$ cat config.mk
export PLATFORM = sky130hd
export DESIGN_NAME = breakout_sequencer
export DESIGN_NICKNAME = d
export VERILOG_FILES = /design/src/rtl/breakout_pkg.sv /design/src/rtl/breakout_draw_req.sv /design/src/rtl/breakout_sequencer.sv
export SDC_FILE = /design/constraint.sdc
export NUM_CORES = 1
export LEC_CHECK = 0
export ABC_CLOCK_PERIOD_IN_PS = 3750
export CORE_MARGIN = 8
export CORE_UTILIZATION = 50
export DETAILED_ROUTE_END_ITERATION = 8
export PLACE_DENSITY_LB_ADDON = 0.15
export SLEW_MARGIN = 20
export SYNTH_ARGS = -nofsm -noshare
export SYNTH_HDL_FRONTEND = slang
export SYNTH_SLANG_ARGS = --single-unit
$ cat constraint.sdc
create_clock -name clk -period 3.75 [get_ports clk]
set_input_delay 0.75 -clock clk [delete_from_list [all_inputs] [get_ports clk]]
set_output_delay 0.75 -clock clk [all_outputs]
set_load 0.03 [all_outputs]
$ cat src/rtl/breakout_pkg.sv
// Shared encodings for the Breakout sequencer: draw opcodes, FSM states
// and small helpers used to size and decode the controller.
package breakout_pkg;

  localparam logic [2:0] OP_NOP          = 3'd0;
  localparam logic [2:0] OP_SCREEN_CLEAR = 3'd1;
  localparam logic [2:0] OP_BRICK_FILL   = 3'd2;
  localparam logic [2:0] OP_BRICK_CLEAR  = 3'd3;
  localparam logic [2:0] OP_PADDLE_ERASE = 3'd4;
  localparam logic [2:0] OP_PADDLE_DRAW  = 3'd5;
  localparam logic [2:0] OP_BALL_ERASE   = 3'd6;
  localparam logic [2:0] OP_BALL_DRAW    = 3'd7;

  typedef enum logic [4:0] {
    ST_INIT        = 5'd0,
    ST_CLR         = 5'd1,
    ST_POP         = 5'd2,
    ST_RESET_LOOP  = 5'd3,
    ST_WAIT_FRAME  = 5'd4,
    ST_MOVE_PAD    = 5'd5,
    ST_ERASE_PAD   = 5'd6,
    ST_DRAW_PAD    = 5'd7,
    ST_ERASE_BALL  = 5'd8,
    ST_MOVE_BALL   = 5'd9,
    ST_DRAW_BALL   = 5'd10,
    ST_COLLIDE     = 5'd11,
    ST_REMOVE      = 5'd12,
    ST_LOST        = 5'd13,
    ST_GAME_OVER   = 5'd14,
    ST_LEVEL_CLEAR = 5'd15
  } state_e;

  function automatic int clog2(input int value);
    int r;
    r = 0;
    for (int i = 0; i < 31; i++) begin
      if ((32'sd1 << i) < value) r = i + 1;
    end
    return r;
  endfunction

  function automatic logic [2:0] state_op(input state_e st);
    case (st)
      ST_CLR:        return OP_SCREEN_CLEAR;
      ST_POP:        return OP_BRICK_FILL;
      ST_REMOVE:     return OP_BRICK_CLEAR;
      ST_ERASE_PAD:  return OP_PADDLE_ERASE;
      ST_DRAW_PAD:   return OP_PADDLE_DRAW;
      ST_ERASE_BALL: return OP_BALL_ERASE;
      ST_DRAW_BALL:  return OP_BALL_DRAW;
      default:       return OP_NOP;
    endcase
  endfunction

  function automatic logic is_draw_state(input state_e st);
    return (state_op(st) != OP_NOP);
  endfunction

endpackage

$ cat src/rtl/breakout_draw_req.sv
// Draw-engine handshake: emits the one-cycle start pulse for a new job and
// qualifies draw_done so a completion is only taken after the job's first cycle.
module breakout_draw_req (
  input  logic clk,
  input  logic resetn,
  input  logic launch,
  input  logic in_draw,
  input  logic draw_done,
  output logic draw_start,
  output logic done_accept
);

  logic first_q, first_d;
  logic issued_q, issued_d;

  assign done_accept = in_draw && issued_q && !first_q && draw_done;
  assign draw_start  = first_q;

  // First-cycle marker and issued flag for the job in progress.
  always_comb begin
    first_d = launch;
    if (launch) begin
      issued_d = 1'b0;
    end else if (first_q) begin
      issued_d = 1'b1;
    end else if (done_accept) begin
      issued_d = 1'b0;
    end else begin
      issued_d = issued_q;
    end
  end

  // Handshake state registers.
  always_ff @(posedge clk or negedge resetn) begin
    if (!resetn) begin
      first_q  <= 1'b0;
      issued_q <= 1'b0;
    end else begin
      first_q  <= first_d;
      issued_q <= issued_d;
    end
  end

endmodule

$ cat src/rtl/breakout_sequencer.sv
// Breakout game controller: paces frames, sequences draw jobs through one
// draw engine and keeps the brick bitmap, lives and end-of-game status.
module breakout_sequencer
  import breakout_pkg::*;
#(
  parameter int NUM_BRICKS = 12,
  parameter int BIDX_W     = clog2(NUM_BRICKS + 1),
  parameter int LIVES      = 3,
  parameter int LIFE_W     = 2
) (
  input  logic                  clk,
  input  logic                  resetn,
  input  logic                  start,
  input  logic                  frame_tick,
  input  logic                  draw_done,
  input  logic [BIDX_W-1:0]     hit_brick,
  input  logic                  ball_lost,
  output logic                  draw_start,
  output logic [2:0]            draw_op,
  output logic [BIDX_W-1:0]     draw_idx,
  output logic                  ld_reset_initial,
  output logic                  ld_reset_loop,
  output logic                  ld_move_paddle,
  output logic                  ld_move_ball,
  output logic                  ld_collide,
  output logic [NUM_BRICKS-1:0] brick_alive,
  output logic [LIFE_W-1:0]     lives,
  output logic                  game_over,
  output logic                  level_clear
);

  state_e                  state_q, state_d;
  logic [BIDX_W-1:0]       idx_q, idx_d;
  logic [NUM_BRICKS-1:0]   alive_q, alive_d;
  logic [LIFE_W-1:0]       lives_q, lives_d;
  logic                    pend_q, pend_d;
  logic [2:0]              draw_op_q, draw_op_d;
  logic [BIDX_W-1:0]       draw_idx_q, draw_idx_d;
  logic [4:0]              ld_q, ld_d;
  logic [1:0]              status_q, status_d;

  logic [NUM_BRICKS-1:0]   hit_mask_s, idx_mask_s, alive_left_s;
  logic                    hit_ok_s, done_accept_s, launch_s;

  assign hit_mask_s   = NUM_BRICKS'(1'b1) << (hit_brick - BIDX_W'(1));
  assign idx_mask_s   = NUM_BRICKS'(1'b1) << (idx_q - BIDX_W'(1));
  assign alive_left_s = alive_q & ~idx_mask_s;
  assign hit_ok_s     = (hit_brick != '0) && (hit_brick <= BIDX_W'(NUM_BRICKS))
                        && ((alive_q & hit_mask_s) != '0);
  // A POP that completes and stays in POP needs a fresh start pulse.
  assign launch_s     = is_draw_state(state_d) && ((state_d != state_q) || done_accept_s);

  breakout_draw_req u_draw_req (
    .clk         (clk),
    .resetn      (resetn),
    .launch      (launch_s),
    .in_draw     (is_draw_state(state_q)),
    .draw_done   (draw_done),
    .draw_start  (draw_start),
    .done_accept (done_accept_s)
  );

  // Next state, brick/lives bookkeeping and the single-deep frame-pending flag.
  always_comb begin
    state_d = state_q;
    idx_d   = idx_q;
    alive_d = alive_q;
    lives_d = lives_q;
    if (state_q == ST_WAIT_FRAME) begin
      pend_d = 1'b0;
    end else if (frame_tick && (state_q != ST_GAME_OVER) && (state_q != ST_LEVEL_CLEAR)) begin
      pend_d = 1'b1;
    end else begin
      pend_d = pend_q;
    end
    case (state_q)
      ST_INIT: begin
        alive_d = '1;
        lives_d = LIFE_W'(LIVES);
        idx_d   = '0;
        state_d = ST_CLR;
      end
      ST_CLR: begin
        if (done_accept_s) begin
          idx_d   = BIDX_W'(1);
          state_d = ST_POP;
        end else begin
          state_d = ST_CLR;
        end
      end
      ST_POP: begin
        if (!done_accept_s) begin
          state_d = ST_POP;
        end else if (idx_q == BIDX_W'(NUM_BRICKS)) begin
          state_d = ST_RESET_LOOP;
        end else begin
          idx_d   = idx_q + BIDX_W'(1);
          state_d = ST_POP;
        end
      end
      ST_RESET_LOOP: state_d = ST_WAIT_FRAME;
      ST_WAIT_FRAME: state_d = (frame_tick || pend_q) ? ST_MOVE_PAD : ST_WAIT_FRAME;
      ST_MOVE_PAD:   state_d = ST_ERASE_PAD;
      ST_ERASE_PAD:  state_d = done_accept_s ? ST_DRAW_PAD : ST_ERASE_PAD;
      ST_DRAW_PAD:   state_d = done_accept_s ? ST_ERASE_BALL : ST_DRAW_PAD;
      ST_ERASE_BALL: state_d = done_accept_s ? ST_MOVE_BALL : ST_ERASE_BALL;
      ST_MOVE_BALL:  state_d = ST_DRAW_BALL;
      ST_DRAW_BALL:  state_d = done_accept_s ? ST_COLLIDE : ST_DRAW_BALL;
      ST_COLLIDE: begin
        if (ball_lost) begin
          state_d = ST_LOST;
        end else if (hit_ok_s) begin
          idx_d   = hit_brick;
          state_d = ST_REMOVE;
        end else begin
          state_d = ST_WAIT_FRAME;
        end
      end
      ST_REMOVE: begin
        if (done_accept_s) begin
          alive_d = alive_left_s;
          state_d = (alive_left_s == '0) ? ST_LEVEL_CLEAR : ST_RESET_LOOP;
        end else begin
          state_d = ST_REMOVE;
        end
      end
      ST_LOST: begin
        lives_d = (lives_q != '0) ? (lives_q - LIFE_W'(1)) : lives_q;
        state_d = (lives_q <= LIFE_W'(1)) ? ST_GAME_OVER : ST_RESET_LOOP;
      end
      ST_GAME_OVER: state_d = start ? ST_INIT : ST_GAME_OVER;
      ST_LEVEL_CLEAR: begin
        if (start) begin
          alive_d = '1;
          idx_d   = BIDX_W'(1);
          state_d = ST_POP;
        end else begin
          state_d = ST_LEVEL_CLEAR;
        end
      end
      default: state_d = ST_INIT;
    endcase
  end

  // Outputs are decoded from the upcoming state so each one comes from a flop.
  always_comb begin
    draw_op_d = state_op(state_d);
    if ((state_d == ST_POP) || (state_d == ST_REMOVE)) begin
      draw_idx_d = idx_d;
    end else begin
      draw_idx_d = '0;
    end
    ld_d     = {state_d == ST_INIT, state_d == ST_RESET_LOOP, state_d == ST_MOVE_PAD,
                state_d == ST_MOVE_BALL, state_d == ST_COLLIDE};
    status_d = {state_d == ST_GAME_OVER, state_d == ST_LEVEL_CLEAR};
  end

  // Sequencer state and output registers.
  always_ff @(posedge clk or negedge resetn) begin
    if (!resetn) begin
      state_q    <= ST_INIT;
      idx_q      <= '0;
      alive_q    <= '1;
      lives_q    <= LIFE_W'(LIVES);
      pend_q     <= 1'b0;
      draw_op_q  <= OP_NOP;
      draw_idx_q <= '0;
      ld_q       <= 5'b10000;
      status_q   <= 2'b00;
    end else begin
      state_q    <= state_d;
      idx_q      <= idx_d;
      alive_q    <= alive_d;
      lives_q    <= lives_d;
      pend_q     <= pend_d;
      draw_op_q  <= draw_op_d;
      draw_idx_q <= draw_idx_d;
      ld_q       <= ld_d;
      status_q   <= status_d;
    end
  end

  assign draw_op     = draw_op_q;
  assign draw_idx    = draw_idx_q;
  assign {ld_reset_initial, ld_reset_loop, ld_move_paddle, ld_move_ball, ld_collide} = ld_q;
  assign brick_alive = alive_q;
  assign lives       = lives_q;
  assign game_over   = status_q[1];
  assign level_clear = status_q[0];

endmodule

==> summary.txt <==
Cells and area
  • Final Non-Filler Cells: 434
  • Nets: 379
  • Filler cells: 506
  • Layout cells sized above 1: 12.71%
  • Area Overhead vs Synth: 16.88%
  • # diodes: 0

Power and ir drop
  • Overall power: 3.032 mW
  • VDD IR max: 0.5629 mV
  • PD cells: 904.6 nW/µm²
  • Pleak: 1.316 nW

Timing
  • Final setup violation count: 0
  • Rel. slew slack: 41.39%
  • Slew of the pin with the lowest slew margin: 0.8792 ns
  • Minimum clock period: 3.076 ns
  • Total Negative Setup Slacks: 0 ns
  • Setup Skew: 0.006493 ns
  • Worst hold slack: 0.5449 ns
  • Max-slew violations: 0
  • Tcrit/Tclk final: 82.03%
  • Unrepaired setup endpoints after global routing: no
  • Worst setup margin: 0.6740 ns
  • Final hold viol count: 0
  • Fmax: 0.3251 GHz

Drt
  • Drt pass-1 iters: 4
  • DRC: 0
  • Initial DRC count: 152
  • DR vias: 2684
  • Drt wl/cell: 17.83 µm
  • Post-DR vias/cell: 6.184
  • Total wire length: 7.740 mm
  • DRT antenna net count: 0

Clocking
  • Post-CTS Setup Inserts: 0
  • Hold_buf cts: 0
  • Clock buffer depth: 2
  • Clk pin slew, worst setup/hold paths: 0.09 ns
  • Post-CTS sizing: 0
  • CTS sink count: 39
  • CTS H-Tree Depth: 2
  • Worst-skew pair later-pin latency: 0.30 ns
  • CTS tree: done
  • Total CTS buffers: 5
  • Clk Tree Root Cell: clkbuf_8

Worst setup path
  • Reg2Reg Capture Point: draw_op[0]
  • Startpoint Class: flop
  • Worst Setup End Kind: flop
  • R2R Setup Slk: 0.67 ns
  • Critical Path Source: idx_q[1]
  • Setup CP Type: flop to flop
  • Crit path max fanout: 9
  • Setup crit end: draw_op[0]
  • Worst-case reg-to-reg path depth: 9
  • CP required: 3.98 ns
  • Critical R2R Launch: idx_q[1]
  • Worst endpoint data arrival time: 3.30 ns

Synth
  • Top cell type by total area after synthesis: dfrtp_1
  • Main synth FF type: dfrtp_1
  • Yosys warnings: 0
  • EDFF count, synth: 0
  • Commonest cells in the netlist: nand2_1, nor2_1, dfrtp_1, a21o_1, a21oi_1
  • Synth cell types: 70
  • Post-synth top area share: 20.94%
  • Async set or reset register ratio after synthesis: 100.0%
  • Area contributors post-synth: dfrtp_1, dfstp_2, a21o_1, nand2_1, nor2_1
  • Synth Area per Inst: 8.638 µm²
  • Mapped Cells: 332
  • Synth Register Bits: 39
  • Sequential share of the synthesized area: 34.69%
  • Post-synth net total: 350
  • Synth Cell Area: 2868 µm²

Floorplanning
  • Top Ports: 39
  • Die Y: 91.74 µm
  • Rows: 27
  • Chip width: 91.74 µm
  • Die area: 8415 µm²
  • Core Region: 5540 µm²
  • Starting Density: 51.76%

GRT
  • Number of global-route vias before repair: 2598
  • Initial antenna violation count: 0
  • Global-route wire length before repair: 13.17 mm
  • All-Layer GR Usage: 18.99%
  • GRT overflow: 0
  • Largest net degree at the start of global routing: 40

Place
  • Port Buf Inserts: 38
  • Dpl ws: 0.4245 ns
  • Inst Count DP: 426
  • Hpwl dp: 5.722 mm
  • GPL Wtd Cong: 0.9444

Hold path
  • Worst hold-check path type: flop to flop

Outcome
  • Status: finished clean

Flow run
  • Max-cap viol count: 0
-- cell families (layout without fill, tap and decap cells) --
| kind of cell | after synthesis | count (layout) | share of synthesized area [%] |
|---|---|---|---|
| AND/OR/NAND/NOR | 139 | 139 | 25.87 |
| buffers and inverters | 37 | 67 | 5.977 |
| XOR/XNOR | 3 | 3 | 1.440 |
| flip-flops | 39 | 39 | 34.69 |
| multiplexers | 5 | 5 | 1.789 |
| AO/OA/AOI/OAI | 101 | 101 | 26.75 |
| adder cells (fa/ha/maj) | 8 | 8 | 3.491 |
-- where the power goes --
group,internal [mW],leakage (nW),switching (mW),total [mW]
Clock,0.133,0.0408,0.176,0.310
Combinational,0.745,0.806,1.16,1.90
Sequential,0.598,0.469,0.221,0.819
Total,1.48,1.32,1.56,3.03
-- critical path, stage by stage, from the launching register on --
cell and delay (ns):
dfrtp_1 0.57, inv_1 0.17, ha_1 0.28, xnor2_2 0.43, a41oi_1 0.20, a211oi_1 0.45
a41oi_1 0.27, or2_4 0.31, a21o_1 0.18, mux2i_1 0.14
-- cell type report --
cell class	instances	area [µm²]	share of cell area [%]
repair buffers	43	412.9	12.32
multi-input cells	256	1702	50.77
clock inverters	3	23.77	0.7092
flip-flops and latches	39	994.7	29.68
clock buffers	5	68.82	2.053
well taps	72	90.09	2.688
inverters	16	60.06	1.792
-- registers in the layout (all words and copies together), names as in the netlist --
signal	cells
draw_idx	4
u_draw_req.issued_q	1
brick_alive	12
pend_q	1
ld_q	5
u_draw_req.draw_start	1
idx_q	4
draw_op	3
state_q	4
lives	2
status_q	2
-- placed cells by master (no fill, tap or decap), drive strengths merged, types with 14 or more instances in the layout --
master	n
clkdlybuf4s50	37
dfrtp	24
dfstp	15
nor2b	15
nand2	32
o21ai	14
a21oi	18
nor2	31
a21o	18
inv	17
-- metal layers --
layer	global-route usage [%]	part of all wire (%)
met5	0	0
met4	8.188	2.7
met3	4.156	5.4
met2	30.91	49
met1	23.69	43
-- worst min-delay path by stage --
stage                        start        endpoint  cells after the start
finish              brick_alive[5]  brick_alive[5]                      1
global route        brick_alive[2]  brick_alive[2]                      1
CTS                 brick_alive[5]  brick_alive[5]                      1
detailed placement  brick_alive[5]  brick_alive[5]                      1
global placement    brick_alive[2]  brick_alive[2]                      1
floorplan                   resetn     draw_idx[0]                      0
-- per-stage QoR --
step | utilization (%) | area, µm²
6_report | 60.50 | 3352
5_1_grt | 60.50 | 3352
4_1_cts | 60.50 | 3352
3_5_place_dp | 58.83 | 3259
3_3_place_gp | 58.83 | 3259
2_1_floorplan | - | 2868
Power figures use the tool's default switching activity.
